$ cat src/rtl/hazard_ctrl_pkg.sv
// Shared types and constants for the pipeline hazard controller.
package hazard_ctrl_pkg;

  localparam int unsigned RegIdxW = 5;

  typedef enum logic [1:0] {
    StRun     = 2'b00,
    StLdStall = 2'b01,
    StMemWait = 2'b10
  } state_e;

  localparam logic [1:0] FWD_RF    = 2'b00;
  localparam logic [1:0] FWD_EXMEM = 2'b01;
  localparam logic [1:0] FWD_MEMWB = 2'b10;

  typedef struct packed {
    logic [RegIdxW-1:0] rd;
    logic               we;
    logic               ld;
  } stage_t;

  // Newest producer wins; x0 and unused operands always read the regfile.
  function automatic logic [1:0] fwd_sel(logic [RegIdxW-1:0] rs, logic use_rs,
                                         stage_t ex, stage_t mem);
    logic [1:0] sel;
    sel = FWD_RF;
    if (use_rs && (rs != '0)) begin
      if (ex.we && (ex.rd == rs)) begin
        sel = FWD_EXMEM;
      end else if (mem.we && (mem.rd == rs)) begin
        sel = FWD_MEMWB;
      end
    end
    return sel;
  endfunction

endpackage

$ cat src/rtl/hz_stage_reg.sv
// One {rd, we, ld} shadow pipeline stage with hold and bubble control.
module hz_stage_reg
  import hazard_ctrl_pkg::*;
(
  input  logic   clk_i,
  input  logic   rst_i,
  input  logic   hold_i,
  input  logic   bubble_i,
  input  stage_t d_i,
  output stage_t q_o
);

  stage_t q_q, q_d;

  always_comb begin
    q_d = q_q;
    if (!hold_i) begin
      if (bubble_i) begin
        q_d = '0;
      end else begin
        q_d    = d_i;
        // Writes to x0 are discarded so they never forward or stall.
        q_d.we = d_i.we & (d_i.rd != '0);
      end
    end
  end

  always_ff @(posedge clk_i or posedge rst_i) begin
    if (rst_i) begin
      q_q <= '0;
    end else begin
      q_q <= q_d;
    end
  end

  assign q_o = q_q;

endmodule

$ cat src/rtl/hazard_ctrl.sv
// Load-use stall, redirect flush, memory-wait hold and operand forwarding control.
module hazard_ctrl
  import hazard_ctrl_pkg::*;
(
  input  logic               clk,
  input  logic               rst,
  input  logic               id_valid,
  input  logic [RegIdxW-1:0] id_rs1,
  input  logic [RegIdxW-1:0] id_rs2,
  input  logic               id_use1,
  input  logic               id_use2,
  input  logic [RegIdxW-1:0] id_rd,
  input  logic               id_reg_write,
  input  logic               id_mem_read,
  input  logic               ex_redirect,
  input  logic               mem_busy,
  output logic               pc_stall,
  output logic               if_id_hold,
  output logic               id_ex_bubble,
  output logic               if_id_flush,
  output logic [1:0]         fwd_a,
  output logic [1:0]         fwd_b,
  output logic [RegIdxW-1:0] wb_rd,
  output logic               wb_we,
  output logic [15:0]        stall_cnt
);

  state_e state_q, state_d, ret_q, ret_d, eff_state;
  stage_t id_s, ex_s, mem_s, wb_s;
  logic   load_use;
  logic   [1:0] fwd_a_q, fwd_b_q;
  logic   [15:0] stall_cnt_q;

  assign id_s = '{rd: id_rd, we: id_reg_write, ld: id_mem_read};

  hz_stage_reg u_ex (
    .clk_i    (clk),
    .rst_i    (rst),
    .hold_i   (mem_busy),
    .bubble_i (!(id_valid && !id_ex_bubble)),
    .d_i      (id_s),
    .q_o      (ex_s)
  );

  hz_stage_reg u_mem (
    .clk_i    (clk),
    .rst_i    (rst),
    .hold_i   (mem_busy),
    .bubble_i (1'b0),
    .d_i      (ex_s),
    .q_o      (mem_s)
  );

  hz_stage_reg u_wb (
    .clk_i    (clk),
    .rst_i    (rst),
    .hold_i   (mem_busy),
    .bubble_i (1'b0),
    .d_i      (mem_s),
    .q_o      (wb_s)
  );

  assign load_use = ex_s.ld && ex_s.we && id_valid &&
                    ((id_use1 && (id_rs1 == ex_s.rd)) || (id_use2 && (id_rs2 == ex_s.rd)));

  // MEMWAIT behaves as the state it interrupted once mem_busy drops.
  assign eff_state = (state_q == StMemWait) ? ret_q : state_q;

  always_ff @(posedge clk or posedge rst) begin
    if (rst) begin
      state_q <= StRun;
      ret_q   <= StRun;
    end else begin
      state_q <= state_d;
      ret_q   <= ret_d;
    end
  end

  always_comb begin
    state_d = state_q;
    ret_d   = ret_q;
    if (mem_busy) begin
      state_d = StMemWait;
      ret_d   = eff_state;
    end else begin
      ret_d = StRun;
      case (eff_state)
        StRun:     state_d = (load_use && !ex_redirect) ? StLdStall : StRun;
        StLdStall: state_d = StRun;
        default:   state_d = StRun;
      endcase
    end
  end

  always_comb begin
    pc_stall     = 1'b0;
    if_id_hold   = 1'b0;
    id_ex_bubble = 1'b0;
    if_id_flush  = 1'b0;
    if (!rst) begin
      if (mem_busy) begin
        pc_stall   = 1'b1;
        if_id_hold = 1'b1;
      end else if (ex_redirect) begin
        if_id_flush  = 1'b1;
        id_ex_bubble = 1'b1;
      end else if ((eff_state == StRun) && load_use) begin
        pc_stall     = 1'b1;
        if_id_hold   = 1'b1;
        id_ex_bubble = 1'b1;
      end
    end
  end

  always_ff @(posedge clk or posedge rst) begin
    if (rst) begin
      fwd_a_q     <= FWD_RF;
      fwd_b_q     <= FWD_RF;
      stall_cnt_q <= '0;
    end else begin
      if (!mem_busy) begin
        fwd_a_q <= fwd_sel(id_rs1, id_use1, ex_s, mem_s);
        fwd_b_q <= fwd_sel(id_rs2, id_use2, ex_s, mem_s);
      end
      if (pc_stall && (stall_cnt_q != 16'hFFFF)) begin
        stall_cnt_q <= stall_cnt_q + 16'd1;
      end
    end
  end

  assign fwd_a     = fwd_a_q;
  assign fwd_b     = fwd_b_q;
  assign wb_rd     = wb_s.rd;
  assign wb_we     = wb_s.we;
  assign stall_cnt = stall_cnt_q;

endmodule

$ cat config.mk
export PLATFORM = sky130hd
export DESIGN_NAME = hazard_ctrl
export DESIGN_NICKNAME = d
export VERILOG_FILES = /design/src/rtl/hazard_ctrl_pkg.sv /design/src/rtl/hz_stage_reg.sv /design/src/rtl/hazard_ctrl.sv
export SDC_FILE = /design/constraint.sdc
export NUM_CORES = 1
export LEC_CHECK = 0
export BUFFER_PORTS_ARGS = -buffer_cell sky130_fd_sc_hd__buf_2
export CAP_MARGIN = 20
export CORE_MARGIN = 2
export CORE_UTILIZATION = 50
export DETAILED_ROUTE_END_ITERATION = 6
export GPL_TIMING_DRIVEN = 0
export PLACE_DENSITY = 0.73
export SETUP_SLACK_MARGIN = 0.02
export SYNTH_ARGS = -nofsm -noshare
export SYNTH_HDL_FRONTEND = slang
export SYNTH_SLANG_ARGS = --single-unit
export TNS_END_PERCENT = 50
$ cat constraint.sdc
create_clock -name clk -period 2.4 [get_ports clk]
set_input_delay 0.12 -clock clk [delete_from_list [all_inputs] [get_ports clk]]
set_output_delay 0.12 -clock clk [all_outputs]
set_load 0.02 [all_outputs]
==> results of run 1 <==
==> cells by family (layout without fill, tap and decap cells) <==
kind of cell | count (synthesis) | count (layout) | synth area share
adder cells (fa/ha/maj) | 1 | 1 | 0.00568
AND/OR/NAND/NOR | 70 | 70 | 0.188
AO/OA/AOI/OAI | 24 | 24 | 0.0914
flip-flops | 43 | 43 | 0.488
buffers and inverters | 11 | 80 | 0.0290
XOR/XNOR | 33 | 33 | 0.131
multiplexers | 13 | 13 | 0.0664
==> power by group through the flow <==
stage / clock, mW / combinational, mW / sequential, mW
floorplan: 0 / 0.217 / 1.00
global placement: 0 / 0.435 / 0.938
detailed placement: 0 / 0.452 / 0.940
CTS: 0.461 / 0.454 / 0.926
global route: 0.481 / 0.497 / 0.942
finish: 0.446 / 0.455 / 0.928
==> cell type report <==
| type | instances | area (um^2) |
|---|---|---|
| repair buffers | 61 | 343 |
| well taps | 52 | 65.1 |
| flip-flops and latches | 43 | 1080 |
| clock buffers | 7 | 76.3 |
| inverters | 4 | 15.0 |
| plain buffers | 7 | 48.8 |
| fillers | 364 | 1600 |
| clock inverters | 1 | 5.00 |
| multi-input cells | 141 | 1060 |
==> placed cells by master, fill, tap and decap left out, types with 3 or more instances in the layout <==
master / n
sky130_fd_sc_hd__o21ai_0: 7
sky130_fd_sc_hd__nor3b_1: 5
sky130_fd_sc_hd__or4_1: 4
sky130_fd_sc_hd__buf_4: 7
sky130_fd_sc_hd__clkbuf_1: 5
sky130_fd_sc_hd__nand4_1: 5
sky130_fd_sc_hd__xor2_1: 23
sky130_fd_sc_hd__clkbuf_8: 5
sky130_fd_sc_hd__nor4b_1: 3
sky130_fd_sc_hd__nor2_1: 8
sky130_fd_sc_hd__xnor2_1: 10
sky130_fd_sc_hd__dfrtp_1: 42
sky130_fd_sc_hd__nand2_1: 16
sky130_fd_sc_hd__inv_1: 3
sky130_fd_sc_hd__buf_2: 53
sky130_fd_sc_hd__nor3_1: 9
sky130_fd_sc_hd__nand2b_1: 3
sky130_fd_sc_hd__o31ai_1: 3
sky130_fd_sc_hd__a22o_1: 6
sky130_fd_sc_hd__mux2_2: 13
sky130_fd_sc_hd__nand3_1: 7
==> per-stage QoR <==
| step | cell area, um^2 | hold WS (ns) | setup WS (ns) | util | setup TNS (ns) |
|---|---|---|---|---|---|
| after global placement | 2530 | 0.261 | -0.289 | 0.590 | -2.08 |
| final | 2690 | 0.0320 | 0.119 | 0.627 | 0 |
| after floorplan | 2200 | 0.151 | 0.312 | - | 0 |
| after CTS | 2660 | 0.0257 | 0.0224 | 0.618 | 0 |
| after detailed placement | 2550 | 0.126 | 0.212 | 0.595 | 0 |
| after global routing | 2690 | 0.0309 | 0.0207 | 0.627 | 0 |
==> worst max-delay path by stage <==
| stage | from | endpoint | slack (ns) | cells after the start |
|---|---|---|---|---|
| 5_1_grt | u_ex.q_o[5] | stall_cnt[15] | 0.02 | 7 |
| 2_1_floorplan | rst | stall_cnt[15] | 0.31 | 4 |
| 3_3_place_gp | rst | stall_cnt[15] | -0.29 | 5 |
| 3_5_place_dp | u_ex.q_o[4] | stall_cnt[15] | 0.21 | 6 |
| 4_1_cts | u_ex.q_o[4] | pc_stall | 0.02 | 8 |
| 6_report | u_ex.q_o[6] | pc_stall | 0.12 | 8 |
==> sequential cells by signal, indices dropped and copies added, names as in the netlist <==
register / count
stall_cnt: 16
u_ex.q_o: 7
u_mem.q_o: 6
u_wb.q_o: 6
fwd_a: 2
fwd_b: 2
ret_q: 2
state_q: 2
==> Yosys cell counts <==
master | n | area (um^2)
sky130_fd_sc_hd__dfrtp_1 | 43 | 1080
sky130_fd_sc_hd__xor2_1 | 23 | 201
sky130_fd_sc_hd__nand2_1 | 16 | 60.1
sky130_fd_sc_hd__mux2_2 | 13 | 146
sky130_fd_sc_hd__xnor2_1 | 10 | 87.6
sky130_fd_sc_hd__nor3_1 | 9 | 45.0
sky130_fd_sc_hd__nor2_1 | 8 | 30.0
sky130_fd_sc_hd__nand3_1 | 7 | 35.0
sky130_fd_sc_hd__o21ai_0 | 7 | 35.0
sky130_fd_sc_hd__a22o_1 | 6 | 52.6
sky130_fd_sc_hd__nand4_1 | 5 | 31.3
sky130_fd_sc_hd__nor3b_1 | 5 | 37.5
sky130_fd_sc_hd__inv_1 | 4 | 15.0
sky130_fd_sc_hd__or4_1 | 4 | 30.0
sky130_fd_sc_hd__clkbuf_1 | 3 | 11.3
sky130_fd_sc_hd__nand2b_1 | 3 | 18.8
sky130_fd_sc_hd__nor4b_1 | 3 | 26.3
sky130_fd_sc_hd__o31ai_1 | 3 | 22.5
sky130_fd_sc_hd__and3_1 | 2 | 12.5
sky130_fd_sc_hd__buf_4 | 2 | 15.0
sky130_fd_sc_hd__buf_6 | 2 | 22.5
sky130_fd_sc_hd__nor4_1 | 2 | 12.5
sky130_fd_sc_hd__nor4_2 | 2 | 25.0
sky130_fd_sc_hd__a21o_2 | 1 | 8.76
sky130_fd_sc_hd__a21oi_1 | 1 | 5.00
sky130_fd_sc_hd__a21oi_2 | 1 | 8.76
sky130_fd_sc_hd__a22o_2 | 1 | 10.0
sky130_fd_sc_hd__a32o_1 | 1 | 10.0
sky130_fd_sc_hd__a32o_2 | 1 | 11.3
sky130_fd_sc_hd__a32oi_4 | 1 | 27.5
sky130_fd_sc_hd__and4bb_2 | 1 | 12.5
sky130_fd_sc_hd__ha_1 | 1 | 12.5
sky130_fd_sc_hd__nor2b_1 | 1 | 6.26
sky130_fd_sc_hd__nor3_2 | 1 | 10.0
sky130_fd_sc_hd__nor4_4 | 1 | 21.3
sky130_fd_sc_hd__o211a_1 | 1 | 10.0
==> metal layers <==
| layer | global-route usage | vias to the layer above |
|---|---|---|
| met3 | 0.0433 | 5 |
| met4 | 0.0620 | 0 |
| met1 | 0.273 | 819 |
| met5 | 0 | - |
| li1 | - | 840 |
| met2 | 0.313 | 31 |
==> what timing repair did <==
item | CTS | global route
setup endpoints to repair | 0 | 1
gates resized for setup | 0 | 1
buffers inserted | 0 | 5
hold buffers | 2 | 0
hold endpoints to repair | 13 | 0
==> results.md, run 1 <==
Setup path:
- Counting both buffers and inverters, the worst setup path holds a total of 4.
- The worst setup path is captured at an output pin.
- The number of cells on the worst reg-to-reg path is 7.
- For the worst setup path, the data required time is 2.28 ns.
- The delay contributed by the slowest stage of the critical path is 0.48 ns.
- Across all register-to-register paths, the minimum setup slack is 0.13 ns.
- Grouping stages by cell kind, the critical path spends the most delay in compound AO/OA/AOI/OAI gates.
- The data arrival time of the critical path is 2.16 ns.
- The slowest stage of the critical path is the sky130_fd_sc_hd__dfrtp_1 cell.
- Of all nets on the critical path, the largest fanout is 9.
- The critical path is of the reg -> out type.
- The startpoint identified for the worst register-to-register timing path is u_ex.q_o[5].
- The capturing point of the worst reg2reg path is stall_cnt[15].
- The category of the worst setup path launch point is a flop.
- The signal on the critical path passes through xor2_1 > nor3_2 > a32o_2 > a32oi_4 > buf_6 > inv_1 > buf_4 > buf_2.

Drt:
- After detailed routing, the wire length on met1 is 2.26 mm.
- After detailed routing, the number of vias per cell comes to 5.36.
- The first TritonRoute pass finished after 4 iterations.
- The met2 routed wirelength is 2.21 mm.
- The routed wire length is 4.71 mm.
- The first routing iteration left 56 violations.
- In the routed design, unresolved DRC markers number 0.
- Summed over all nets, wire length on met3 after detailed routing comes to 197 um.
- The total number of vias is 1695.
- The number of nets still failing antenna checks after routing is 0.
- The highest routed metal layer is met4.
- The average routed wire per standard cell is 14.9 um.

Synth:
- The register bit count reported by yosys is 43.
- Counting every instance in the synthesized netlist gives 195.
- The cell area that synthesis handed to floorplanning was 2200 um^2.
- The Yosys step of the flow raised 0 warnings.
- The number of nets handed over by synthesis was 220.
- For this run, the register share of the synthesized area comes to 0.488.
- The post-synthesis area per instance is 11.3 um^2.
- The synthesized netlist contains 36 unique library cells.

Clocking:
- The clock tree synthesis step divided the H-tree into 2 levels.
- Clock tree synthesis selected as its root buffer the cell sky130_fd_sc_hd__clkbuf_8.
- The CTS tree is done.
- The clock edge transition at the registers on the reported setup and hold paths is 0.07 ns.
- The number of buffers created by CTS is 5.
- The number of clock sinks is 43.
- The worst-skew pair later-pin latency is 0.29 ns.
- The clock passes through at most 2 buffers.

Die:
- The area of the die is 4950 um^2.
- The area of the core region is 4290 um^2.
- The horizontal die dimension is 70.4 um.
- The top-level port count is 54.
- In this run the core area contains 24 standard-cell rows.
- The initial standard-cell utilization of the core is 0.513.
- The y dimension of the die is 70.4 um.

Place:
- The final estimated routing congestion in global placement is 0.890.
- The wire-length estimate of the detail-placed layout is 3.50 mm.
- Counting tap cells, the placed design contains a total of 301 instances.
- Port buffering added 53 buffers.

STA:
- The minimum clock period is 2.28 ns.
- The final number of setup-violating endpoints is 0.
- The final-report max-slew violation count is 0.
- Setup repair after global routing left no endpoint under its margin.
- The tightest slew margin relative to the limit is 0.658.
- Timing would allow up to 438 MHz.
- The measured slew at the worst slew-check pin is 0.513 ns.
- The share of the clock period used by the worst path after layout is 0.951.
- For the final database, setup skew stands at 0.0101 ns.
- The number of failing hold endpoints at the final stage is 0.

Power:
- Summed over all nets, the switching power comes to 0.618 mW.
- The highest ir drop seen on vdd is 632 uV.
- The internal power of the cells totals 1.21 mW.
- Power spread over the standard cell area amounts to 679 nW/um^2.
- Of the total power, registers draw 0.507.
- The fraction of power spent switching nets is 0.338.
- The clock network power share is 0.244.
- Overall power consumption after layout is estimated at 1.83 mW.
- In this run the static leakage power is 1.32 nW.
- Of the total power, combinational logic draws 0.249.

GRT:
- The total grt overflow is 0.
- Entering global routing, the biggest net connects 33 pins.
- The wire length of the first global-routing pass is 7.81 mm.
- The initial antenna violation count is 0.
- The combined global-route utilization of all metal layers is 0.198.
- The number of global-route vias before repair came to 1656.

Run status:
- The flow ran to the end, and the final reports show no timing, DRC or antenna violations.

Layout:
- In the final design database the tool counted 288 nets.
- The number of diodes added for antenna fixing is 0.
- The proportion of layout cells with a drive suffix above 1 is 0.356.
- The layout overhead on the synthesized area is 22.3%.
- The final non-filler cell total is 316.

Hold path:
- The count of cells along the worst hold path is 2.
- The hold path startpoint is ex_redirect.
- The worst hold-check path type is in -> reg.
- The sink of the worst hold path is state_q[0].

Run:
- The tool flagged a number of max-cap violations equal to 0.
Note: power is estimated with default switching activity, not from simulation.
==> run 2, diff against run 1 <==
==> constraint.sdc (replaced) <==
create_clock -name clk -period 2.4 [get_ports clk]
set_input_delay 0.24 -clock clk [delete_from_list [all_inputs] [get_ports clk]]
set_output_delay 0.24 -clock clk [all_outputs]
set_load 0.02 [all_outputs]
==> run 2 against run 1 <==
Effect of this change: clock skew rose by 0.0030 ns; fmax shrank 0.22%; via count is 0.18% lower; register-to-register slack hardly changed; critical path type unchanged; core utilization shrank 0.55 points; clock power is 1% higher; cell area down 0.88%; worst hold slack better by 0.050 ns; wire length is 1.1% higher; sequential share of layout area increased by 0.40 points.
==> results.md, run 2 (synthesis gave the netlist of run 1 again) <==
Run status:
- The run finished with clean final reports.

GRT:
- The wire length of the first global-routing pass came to 7.89 mm (+0.97%).
- The total grt overflow is 0 (unchanged).
- The number of global-route vias before repair was 1660 (+0.24%).
- The initial antenna violation count came to 0 (unchanged).
- The combined global-route utilization of all metal layers came to 0.200 (+0.00196).
- The pin count of the biggest net entering global routing is 33 (unchanged).

Setup path:
- The worst setup slack for register-to-register paths came to 0.14 ns (about the same).
- The start-to-end type of the worst setup path is reg -> out.
- The worst path buffer plus inverter count was 4 (unchanged).
- The cell with the largest stage delay on the worst path is sky130_fd_sc_hd__dfrtp_2.
- The category of the worst setup path launch point is a flop.
- Grouping stages by cell kind, the critical path spends the most delay in compound AO/OA/AOI/OAI gates.
- The data arrival time of the critical path was 2.05 ns (-0.11 ns).
- The peak fanout along the critical path is 5 (-4).
- The delay contributed by the slowest stage of the critical path is 0.46 ns (-0.02 ns).
- The element type at the critical path end is an output pin.
- The required arrival time at the worst endpoint is 2.16 ns (-0.12 ns).
- Traced cell by cell, the critical path runs through xor2_1 > nor3_2 > a32o_2 > a32oi_4 > buf_6 > inv_1 > buf_4 > buf_2.

Clocking:
- The number of buffers created by CTS is 5 (unchanged).
- The root buffer cell is sky130_fd_sc_hd__clkbuf_8.
- The maximum level of the CTS H-tree is 2 (unchanged).
- The number of clock sinks is 43 (unchanged).
- TritonCTS built the clock tree.
- The worst-skew pair later-pin latency is 0.30 ns (about the same).
- The clock edge transition at the registers on the reported setup and hold paths is 0.08 ns (about the same).
- The maximum clock insertion buffer count was 2 (unchanged).

Layout:
- The final instance area is 2670 um^2 (-0.88%).
- The proportion of layout cells with a drive suffix above 1 was 0.358 (+0.00163).
- The total area of sequential cells was 1080 um^2 (+0.12%).
- The top cell types in the final layout, fill and taps aside, are sky130_fd_sc_hd__buf_2, sky130_fd_sc_hd__dfrtp_1, sky130_fd_sc_hd__xor2_1, sky130_fd_sc_hd__nand2_1, sky130_fd_sc_hd__mux2_2.
- The commonest non-fill, non-tap cell in the layout is sky130_fd_sc_hd__buf_2.
- The filler cell count in the final layout is 367 (+0.82%).
- The layout overhead on the synthesized area is 21.2%.
- The number of diodes added for antenna fixing came to 0 (unchanged).
- The end-of-flow core utilization is 0.622 (-0.00554).
- The final non-filler cell total is 312 (-1.3%).
- The multi-input gate area in the final layout was 1070 um^2 (+0.71%).
- The flip-flop count of the largest register, all copies and words added is 16 (unchanged).
- The net count reported at finish is 284 (-1.4%).

STA:
- The number of failing hold endpoints at the final stage is 0 (unchanged).
- The highest achievable clock rate is 437 MHz (-0.22%).
- Setup repair after global routing left no endpoint under its margin.
- The minimum clock period is 2.29 ns (+0.00503 ns).
- The final hold slack came to 0.0821 ns (+0.0501 ns).
- The share of the clock period used by the worst path after layout is 0.953 (+0.00209).
- The final sum of negative setup slack was 0 ns (unchanged).
- The measured slew at the worst slew-check pin is 0.506 ns (-0.00627 ns).
- The tightest slew margin relative to the limit is 0.662 (+0.00418).
- The final setup skew is 0.0131 ns (+0.00304 ns).
- The post-route worst setup slack is 0.114 ns (-0.00503 ns).
- The final number of setup-violating endpoints was 0 (unchanged).
- The final-report max-slew violation count is 0 (unchanged).

Place:
- The area of placed instances came to 2550 um^2 (unchanged).
- The final HPWL from detailed placement came to 3.50 mm (unchanged).
- The number of buffers inserted by port buffering was 53 (unchanged).
- The number of placed instances with taps included is 301 (unchanged).
- The worst slack at placement was 0.212 ns (unchanged).
- The final estimated routing congestion in global placement came to 0.890 (unchanged).

Drt:
- The routed wire length is 4.77 mm (+1.1%).
- The average routed wire per standard cell is 15.3 um (+2.4%).
- The number of nets still failing antenna checks after routing is 0 (unchanged).
- The violation count after the first detailed-route iteration came to 68 (+21%).
- The count of TritonRoute iterations in the first routing pass is 4 (unchanged).
- The detailed-route DRC error count is 0 (unchanged).
- The via density per instance is 5.42 (+1.1%).
- The total number of vias was 1692 (-0.18%).

Die:
- The top-level port count is 54 (unchanged).
- The area of the die came to 4950 um^2 (unchanged).
- The horizontal die dimension was 70.4 um (unchanged).
- The number of core rows is 24 (unchanged).
- The area of the core region is 4290 um^2 (unchanged).
- The y dimension of the die is 70.4 um (unchanged).
- The initial standard-cell utilization of the core is 0.513 (unchanged).

Hold path:
- The path class of the tightest hold or removal check is in -> reg.

Power:
- The power density of the placed cells is 687 nW/um^2 (+1.1%).
- The leakage power summed over all cells is 1.30 nW (-1.3%).
- The overall power after layout is 1.83 mW (+0.25%).
- The highest ir drop seen on vdd is 636 uV (+0.67%).

Run:
- The max-capacitance violation count is 0 (unchanged).
-- run 2: cell count changes in the layout (fill, tap and decap cells not counted) --
cell                            change
sky130_fd_sc_hd__xor2_1             -1
sky130_fd_sc_hd__dlygate4sd3_1      -1
sky130_fd_sc_hd__dfrtp_1            -1
sky130_fd_sc_hd__buf_4              -3
sky130_fd_sc_hd__dfrtp_2            +1
sky130_fd_sc_hd__xor2_2             +1
-- run 2: routing by layer --
metal,GRT usage,wire (um)
met2,0.314,2210
met1,0.278,2320
met4,0.0620,43
met3,0.0433,191
met5,0,0
-- run 2: area by class of cell --
class,count,area share
multi-input combinational,141,0.401
inverter,4,0.00562
sequential,43,0.404
clock inverter,1,0.00187
buffer,7,0.0183
clock buffer,7,0.0286
tap,52,0.0244
timing repair buffer,57,0.116
-- run 2: worst paths after layout --
check                            start             to  cells past startpoint
setup reg to reg           u_ex.q_o[5]  stall_cnt[15]                      7
min in group asynchronous          rst    u_wb.q_o[1]                      3
max in group asynchronous          rst    u_ex.q_o[6]                      4
setup / recovery           u_ex.q_o[6]       pc_stall                      8
hold reg to reg               fwd_b[0]       fwd_b[0]                      2
hold / removal                mem_busy     state_q[1]                      1
-- run 2: power by group --
part	internal, mW	switching [mW]	leakage [nW]	total, mW
sequential	0.813	0.117	0.560	0.930
clock	0.205	0.246	0.0422	0.451
combinational	0.190	0.263	0.696	0.453
-- run 2: worst reg2reg max path: cells and delay by family (launching register included) --
kind	cells	cell delay, ns
multiplexers	1	0.37
XOR/XNOR	1	0.20
AND/OR/NAND/NOR	2	0.57
AO/OA/AOI/OAI	2	0.40
buffers and inverters	1	0.18
flip-flops	1	0.45
-- run 2: repair_timing --
item | 4_1_cts | 5_1_grt
hold buffers | 1 | 0
setup endpoints to repair | 2 | 0
resized for setup | 3 | 0
endpoints found under the hold margin | 12 | 0
buffers inserted | 2 | 0
